[config.mk]
export PLATFORM = sky130hd
export DESIGN_NAME = fifo_dac_reader
export DESIGN_NICKNAME = d
export VERILOG_FILES = /design/src/rtl/adda_pkg.sv /design/src/rtl/rate_divider.sv /design/src/rtl/fifo_dac_reader.sv
export SDC_FILE = /design/constraint.sdc
export NUM_CORES = 1
export LEC_CHECK = 0
export ABC_AREA = 1
export BUFFER_PORTS_ARGS = -buffer_cell sky130_fd_sc_hd__clkbuf_2
export CORE_MARGIN = 5
export CORE_UTILIZATION = 31
export DETAILED_ROUTE_END_ITERATION = 10
export PLACE_DENSITY = 0.61
export REMOVE_ABC_BUFFERS = 1
export SYNTH_ARGS = -nofsm -noshare
export SYNTH_HDL_FRONTEND = slang
export SYNTH_SLANG_ARGS = --single-unit
[constraint.sdc]
create_clock -name clk -period 1.29 [get_ports clk]
set_input_delay 0.3225 -clock clk [delete_from_list [all_inputs] [get_ports clk]]
set_output_delay 0.3225 -clock clk [all_outputs]
set_load 0.005 [all_outputs]
[src/rtl/adda_pkg.sv]
// Shared definitions for the DA-path sample blocks.
//   state_e        : playback FSM state, encoding visible on state_o
//   midscale()     : DAC code for zero output; also the MSB mask used by the
//                    two's complement to offset-binary conversion
//   UNDERRUN_CNT_W : width of the saturating underrun event counter
package adda_pkg;

  typedef enum logic [1:0] {
    ST_IDLE     = 2'd0,
    ST_PREFILL  = 2'd1,
    ST_STREAM   = 2'd2,
    ST_UNDERRUN = 2'd3
  } state_e;

  localparam int UNDERRUN_CNT_W = 16;

  // Offset binary puts zero at 1 << (width-1); plain two's complement at 0.
  function automatic logic [31:0] midscale(input int width, input bit offset_bin);
    return offset_bin ? (32'd1 << (width - 1)) : 32'd0;
  endfunction

endpackage

[src/rtl/rate_divider.sv]
// Free-running sample-rate divider.
//   clk, rst_n : clock, asynchronous active-low reset
//   run        : 1 = count; 0 = hold the counter at zero
//   tick       : high for the last clock of each DIV-clock period while run = 1
module rate_divider #(
  parameter int DIV = 4
) (
  input  logic clk,
  input  logic rst_n,
  input  logic run,
  output logic tick
);

  localparam int CW = (DIV > 1) ? $clog2(DIV) : 1;
  localparam logic [CW-1:0] LAST = CW'(DIV - 1);

  logic [CW-1:0] cnt_q;
  logic [CW-1:0] cnt_d;

  always_comb begin
    // NOTE: default assignment first, so every path drives cnt_d and no latch is inferred.
    cnt_d = '0;
    if (run && (cnt_q != LAST)) cnt_d = cnt_q + 1'b1;
  end

  // NOTE: asynchronous active-low reset in the sensitivity list; state updated with <= only.
  always_ff @(posedge clk or negedge rst_n) begin
    if (!rst_n) cnt_q <= '0;
    else        cnt_q <= cnt_d;
  end

  // With DIV = 1 the counter is pinned at zero and tick follows run.
  assign tick = run && (cnt_q == LAST);

endmodule

[src/rtl/fifo_dac_reader.sv]
// Consumer side of the DA sample FIFO: waits for a prefill level, then reads
// one sample every SAMPLE_DIV clocks, converts it to the DAC code format and
// drives the DAC bus with a one-cycle strobe. Underruns are flagged, counted
// and recovered from by prefilling again.
//   enable        : level, 1 = run playback; 0 returns to IDLE at the next edge
//   fifo_rd_en    : read request pulse; data is valid on fifo_rd_data one cycle later
//   fifo_empty    : FIFO empty flag; fifo_count : FIFO occupancy
//   dac_data      : registered DAC code; dac_strobe : high the first cycle of a new code
//   underrun_flag : sticky, cleared by underrun_clr (a new event wins over clear)
//   underrun_cnt  : saturating underrun event count, cleared only by reset
//   state_o       : IDLE=0, PREFILL=1, STREAM=2, UNDERRUN=3
module fifo_dac_reader
  import adda_pkg::*;
#(
  parameter int DATA_WIDTH    = 14,
  parameter int COUNT_WIDTH   = 6,
  parameter int SAMPLE_DIV    = 4,
  parameter int PREFILL_LEVEL = 32,
  parameter int OFFSET_BIN    = 1
) (
  input  logic                      clk,
  input  logic                      rst_n,
  input  logic                      enable,
  output logic                      fifo_rd_en,
  input  logic [DATA_WIDTH-1:0]     fifo_rd_data,
  input  logic                      fifo_empty,
  input  logic [COUNT_WIDTH-1:0]    fifo_count,
  output logic [DATA_WIDTH-1:0]     dac_data,
  output logic                      dac_strobe,
  output logic                      underrun_flag,
  input  logic                      underrun_clr,
  output logic [UNDERRUN_CNT_W-1:0] underrun_cnt,
  output logic [1:0]                state_o
);

  // Midscale doubles as the conversion mask: flipping the MSB maps two's
  // complement onto offset binary, and a zero mask passes data through.
  localparam logic [DATA_WIDTH-1:0]  MIDSCALE    = DATA_WIDTH'(midscale(DATA_WIDTH, OFFSET_BIN != 0));
  localparam logic [COUNT_WIDTH-1:0] PREFILL_THR = COUNT_WIDTH'(PREFILL_LEVEL);

  state_e                      state_q, state_d;
  logic                        rd_pend_q, rd_pend_d;
  logic [DATA_WIDTH-1:0]       dac_data_q, dac_data_d;
  logic                        dac_strobe_q, dac_strobe_d;
  logic                        underrun_flag_q, underrun_flag_d;
  logic [UNDERRUN_CNT_W-1:0]   underrun_cnt_q, underrun_cnt_d;

  logic tick;
  logic rd_req;
  logic underrun_evt;
  logic prefilled;

  // The divider only runs in STREAM, so tick already implies STREAM and each
  // fresh entry into STREAM starts a full SAMPLE_DIV period.
  rate_divider #(
    .DIV (SAMPLE_DIV)
  ) u_rate_divider (
    .clk   (clk),
    .rst_n (rst_n),
    .run   (state_q == ST_STREAM),
    .tick  (tick)
  );

  // Read requests are gated by fifo_empty so the FIFO can never underflow.
  assign rd_req       = tick && !fifo_empty;
  assign underrun_evt = tick &&  fifo_empty;
  assign prefilled    = (fifo_count >= PREFILL_THR);

  always_comb begin
    state_d = state_q;
    if (!enable) begin
      state_d = ST_IDLE;
    end else begin
      unique case (state_q)
        ST_IDLE:     state_d = ST_PREFILL;
        ST_PREFILL:  if (prefilled)    state_d = ST_STREAM;
        ST_STREAM:   if (underrun_evt) state_d = ST_UNDERRUN;
        ST_UNDERRUN: if (prefilled)    state_d = ST_STREAM;
        default:     state_d = ST_IDLE;
      endcase
    end

    // A read issued last cycle lands on fifo_rd_data now, independent of the
    // current state, so a read in flight when enable drops is still played.
    rd_pend_d    = rd_req;
    dac_strobe_d = rd_pend_q;
    dac_data_d   = rd_pend_q ? (fifo_rd_data ^ MIDSCALE) : dac_data_q;

    underrun_flag_d = underrun_flag_q;
    if (underrun_evt)      underrun_flag_d = 1'b1;
    else if (underrun_clr) underrun_flag_d = 1'b0;

    underrun_cnt_d = underrun_cnt_q;
    if (underrun_evt && (underrun_cnt_q != '1)) underrun_cnt_d = underrun_cnt_q + 1'b1;
  end

  always_ff @(posedge clk or negedge rst_n) begin
    if (!rst_n) begin
      state_q         <= ST_IDLE;
      rd_pend_q       <= 1'b0;
      dac_data_q      <= MIDSCALE;
      dac_strobe_q    <= 1'b0;
      underrun_flag_q <= 1'b0;
      underrun_cnt_q  <= '0;
    end else begin
      state_q         <= state_d;
      rd_pend_q       <= rd_pend_d;
      dac_data_q      <= dac_data_d;
      dac_strobe_q    <= dac_strobe_d;
      underrun_flag_q <= underrun_flag_d;
      underrun_cnt_q  <= underrun_cnt_d;
    end
  end

  assign fifo_rd_en    = rd_req;
  assign dac_data      = dac_data_q;
  assign dac_strobe    = dac_strobe_q;
  assign underrun_flag = underrun_flag_q;
  assign underrun_cnt  = underrun_cnt_q;
  assign state_o       = state_q;

endmodule
### Word-level counts from Yosys, hierarchy flattened

Index checks and enable logic that the tools add are counted.

| word-level totals | value |
|---|---|
| output and inout bits | 35 |
| bits of input ports | 25 |
| register bits | 37 |

| cells by class | value |
|---|---|
| bitwise gates (word level) | 1 |
| muxes and demuxes | 7 |
| eq/ne operators | 8 |
| reductions and logical operators | 10 |
| add/sub/neg operators | 2 |
| magnitude comparators | 1 |

Operator list:

| cell | number |
|---|---|
| 16-bit by 1-bit adder with 16-bit output, second input constant | 1 |
| 16-bit != test, second input constant | 1 |
| 2-bit two-way mux | 4 |
| 2-bit equality test, second input constant | 3 |
| 6-bit greater-or-equal comparator, second input constant | 1 |
| 2-bit one-hot mux with 3 select lines | 1 |
| 1-bit logical AND | 5 |
| 3-bit by 2-bit != test with 1-bit output, second input constant | 1 |
| 3-bit != test, second input constant | 1 |
| 2-bit by 1-bit adder with 2-bit output, second input constant | 1 |
| 2-bit by 1-bit equality test with 1-bit output, second input constant | 1 |
| 2-bit logical NOT | 1 |
| 1-bit two-way mux | 2 |
| 2-bit != test, second input constant | 1 |
| 2-bit AND reduction | 1 |
| 2-bit nonzero test | 1 |
| 2-bit OR reduction | 1 |
| 1-bit logical NOT | 1 |
| 1-bit inverter | 1 |

### Longest topological paths before layout

| depth | value |
|---|---|
| depth in word-level cells | 6 |
| mapped depth | 9 |

### Modules after synthesis

A second synthesis with hierarchy kept.

| second synthesis, totals | value |
|---|---|
| cells, all modules | 197 |
| area, all modules | 1,794.2 sq um |

Modules (own cells, without submodules):

| module | seq. area each (sq um) | area each (sq um) | times used | cells an instance |
|---|---|---|---|---|
| fifo_dac_reader | 877.1 | 1,705.4 | 1 | 187 |
| rate_divider | 50.0 | 88.8 | 1 | 10 |

### Least setup slack after synthesis

OpenSTA, ideal clock, no wires.

| path | value |
|---|---|
| path type | reg2reg |
| start | register underrun_cnt_q[0] (netlist: underrun_cnt[0]) |
| end | register underrun_cnt_q[14] (netlist: underrun_cnt[14]) |
| cell stages (with the launch flop) | 10 |
| path buffers | 1 |
| slack | -0.133 ns |
| arrival time | 1.307 ns |
| library setup time | 0.116 ns |
| clock period less this slack | 1.423 ns |
| cells stage by stage | dfrtp_1 ha_1 nand3_2 inv_2 nand2_2 nor2_2 nor2_2 buf_6 nand2_1 nand2_1 |

| on the way | value |
|---|---|
| cells in the longest elaborated chain, start to end | 2 |

Ends and longest elaborated chain:

| item | line | source |
|---|---|---|
| start: declaration | fifo_dac_reader.sv:46 | `logic [UNDERRUN_CNT_W-1:0] underrun_cnt_q, underrun_cnt_d;` |
| start signal: assignment | fifo_dac_reader.sv:111 | `underrun_cnt_q <= underrun_cnt_d;` |
| parallel branches: the longest is 2 deep, another holds 16-bit by 1-bit adder with 16-bit output | - |  |

Several ways; the timed one is not identified.
A chain may end at the register's enable or synchronous reset.

### Worst setup path in the final report

| path | value |
|---|---|
| start | register u_rate_divider.cnt_q[0] |
| end | output fifo_rd_en |

| on the way | value |
|---|---|
| cells in the longest elaborated chain, start to end | 3 |

Ends and longest elaborated chain:

| item | line | source |
|---|---|---|
| start: declaration | rate_divider.sv:17 | `logic [CW-1:0] cnt_q;` |
| start signal: assignment | rate_divider.sv:29 | `else cnt_q <= cnt_d;` |
| 2-bit equality test | rate_divider.sv:33 | `assign tick = run && (cnt_q == LAST);` |
| 1-bit logical AND | rate_divider.sv:33 |  |
| 1-bit logical AND | fifo_dac_reader.sv:65 | `assign rd_req = tick && !fifo_empty;` |
| end: declaration | fifo_dac_reader.sv:24 | `output logic fifo_rd_en,` |

Every way passes these cells.

==> metrics <==
CP Launch Type=register; Slew Viols, Final=0; area share of the largest cell type after synthesis=49.6%; CTS tree=built; # DRC=0; worst path cell trace=ha_2 -> buf_6 -> inv_2 -> nor3_2 -> buf_2; Reg clk slew, reported paths=0.07 ns; RSZ-0062 raised after global routing=true; Lkg Pwr=1.52 nW; later-pin clock latency in the skew report=0.29 ns; CTS Buf Count=5; Post-Syn Area=1820 sq um; Peak VDD IR=411 uV; PwrDens=711 nW/um^2; CORE AREA=5610 sq um; DRT iter0 DRCs=55; Initial Utilization=32.4%; Post-synth EDFFs=0; worst path bufs/invs=3; Post-Place Worst Slack=-0.133 ns; H-Tree Depth=2; grt ovf=0; DR vias=1914; synthesis-stage register bit count=37; drt pass-1 iters=4; Syn Inst Count=227; count leader, synth=nand2_1; clk sinks=37; Post-synth top cells=nand2_1 (107), dfrtp_1 (36), inv_1 (16), nor2_1 (14), nand3_1 (7); synth unique cells=24; GR peak layer=met2; Setup CP Type=register to output port; Slew @ Worst Pin=0.439 ns; Rel. slew slack=70.7%; met3 Resource Use GR=3.71%; routability congestion estimate=0.762; Die H=86.6 um; antenna diode count=0; Synth area leader=dfrtp_1; DIE AREA=7500 sq um; CP peak stage delay=0.35 ns; Final Hold Vio Count=0; Worst EP required=0.97 ns; capturing element type of the critical path=output port; synth top area cells=dfrtp_1 (50%), nand2_1 (22%), inv_1 (3.3%); DRT antenna net count=0; period utilization=121%; worst hold path class=input port to register; routed len/inst=12.9 um; min Tclk post-route=1.56 ns; Root Driver=clkbuf_8; Post-synth ARST share=100%; max_cap viols=0; slowest cell on the critical path=dfrtp_1; initial antenna violation count=0; final setup fails=19; area growth from synthesis to layout=66.9%; met1 usage=16.4%; met2 Usage GRT=26.3%; outcome=finished with violations; power consumption=2.16 mW; total negative slack=-2.15 ns; PortBufs=54; Synth Warn #=0; Final HPWL DP=3460 um; Final nets=371; clock tree buffer depth=2; Most used DFF post-synth=dfrtp_1; Core Rows=27; Die W=86.6 um; violated checks=negative setup slack; critical-path maximum fanout=2; share of layout cells above drive strength 1=51.0%; overall routing resource usage=14.4%; syn_area_per_cell=8.01 sq um; WL final=5390 um; I/O pins=60; maximum clock rate=643 MHz; first-pass GRT wire length=8510 um; Seq/Total Area, Yosys=51.0%; Crit path max-delay family=flip-flops; routed vias/inst=4.59; worst setup margin=-0.266 ns; Critical Path AT=1.23 ns; largest net degree at the start of global routing=38; Clock Skew=0.00828 ns; vias in the first global route=1871
-- kinds of logic (layout without fill, tap and decap cells) --
group	count (synthesis)	in the layout	synth area share [%]
AOI/OAI and AO/OA	12	12	3.92
xor gates and xnor gates	5	5	2.41
adders and majority gates	2	2	1.38
buffers and inverters	21	138	5.16
DFF	37	37	51.0
and+or+nand+nor	150	151	36.1
-- per-stage QoR --
stage          hold WS [ns]  std cells  cell area [sq um]  utilization [%]
2_1_floorplan        0.0269        223               1790                -
3_3_place_gp          0.310        386               2450             43.7
3_5_place_dp          0.307        386               2450             43.7
4_1_cts               0.200        410               2840             50.6
5_1_grt               0.206        417               3030             54.1
6_report              0.203        417               3030             54.1
-- cell usage in the layout, fill, tap and decap left out, types with 2 or more instances in the layout --
master / synthesis / routed
o21ai_1: 3 / 2
buf_12: 0 / 2
nand2_2: 2 / 16
nor2_2: 5 / 2
inv_2: 1 / 3
ha_2: 0 / 2
buf_6: 2 / 23
nand3b_1: 2 / 2
nand2_1: 107 / 84
clkbuf_2: 0 / 49
nor2_1: 14 / 10
nand2_4: 0 / 9
o21ai_2: 3 / 6
clkbuf_8: 0 / 5
o21ai_0: 5 / 3
nand3_1: 7 / 4
nand3_2: 1 / 3
dfrtp_1: 36 / 35
nor2_4: 2 / 9
nand4_1: 6 / 6
inv_1: 16 / 13
buf_4: 0 / 36
clkinv_2: 0 / 2
xnor2_1: 5 / 5
-- worst register-to-register path, delay by kind of cell, from the launching register on --
kind	cells	cell delay [ns]
AND/OR/NAND/NOR	4	0.38
flip-flops	1	0.37
buffers and inverters	3	0.38
adder cells (fa/ha/maj)	1	0.21
-- final timing paths --
| path | cells past startpoint | slack, ns | from | to |
|---|---|---|---|---|
| worst max-delay path | 5 | -0.27 | u_rate_divider.cnt_q[0]$_DFF_PN0_ | fifo_rd_en |
| worst min-delay path | 2 | 0.20 | fifo_rd_data[13] | dac_data[13]$_DFFE_PN1P_ |
| worst max register to register | 8 | -0.15 | underrun_cnt[1]$_DFFE_PN0P_ | underrun_cnt[8]$_DFFE_PN0P_ |
| worst min register to register | 2 | 0.47 | dac_data[2]$_DFFE_PN0P_ | dac_data[2]$_DFFE_PN0P_ |
| max in group asynchronous | 3 | 0.50 | rst_n | dac_data[13]$_DFFE_PN1P_ |
| min in group asynchronous | 3 | 0.54 | rst_n | underrun_cnt[15]$_DFFE_PN0P_ |
-- power breakdown --
part,internal [mW],switching [mW]
Sequential,1.20,0.0187
Clock,0.374,0.408
Combinational,0.0806,0.0789
-- sequential cells by signal (all words and copies together), names as in the netlist --
register and flops:
u_rate_divider.cnt_q 2, dac_strobe 1, state_o 2, underrun_flag 1, underrun_cnt 16, dac_strobe_d 1, dac_data 14
-- final cells by class --
cell class                 count  area (sq um)
sequential                    37           928
inverter                      17          67.6
multi-input combinational    170          1010
clock buffer                   6          72.6
fill                         516          2570
clock inverter                 2          10.0
timing repair buffer         113           857
tap                           72          90.1
-- repair_timing --
| action | in CTS | in global routing |
|---|---|---|
| endpoints found under the setup margin | 21 | 30 |
| gates resized for setup | 45 | 42 |
| setup buffers | 13 | 8 |
| endpoints found under the hold margin | 28 | 0 |
| hold buffers | 1 | 0 |
| pin swaps | 16 | 22 |
| gates cloned | 2 | 0 |
-- layer usage --
metal	vias up	wire, um
li1	947	-
met2	56	2720
met4	0	79
met3	9	375
met5	-	0
met1	902	2210
(Power assumes the default switching activity.)
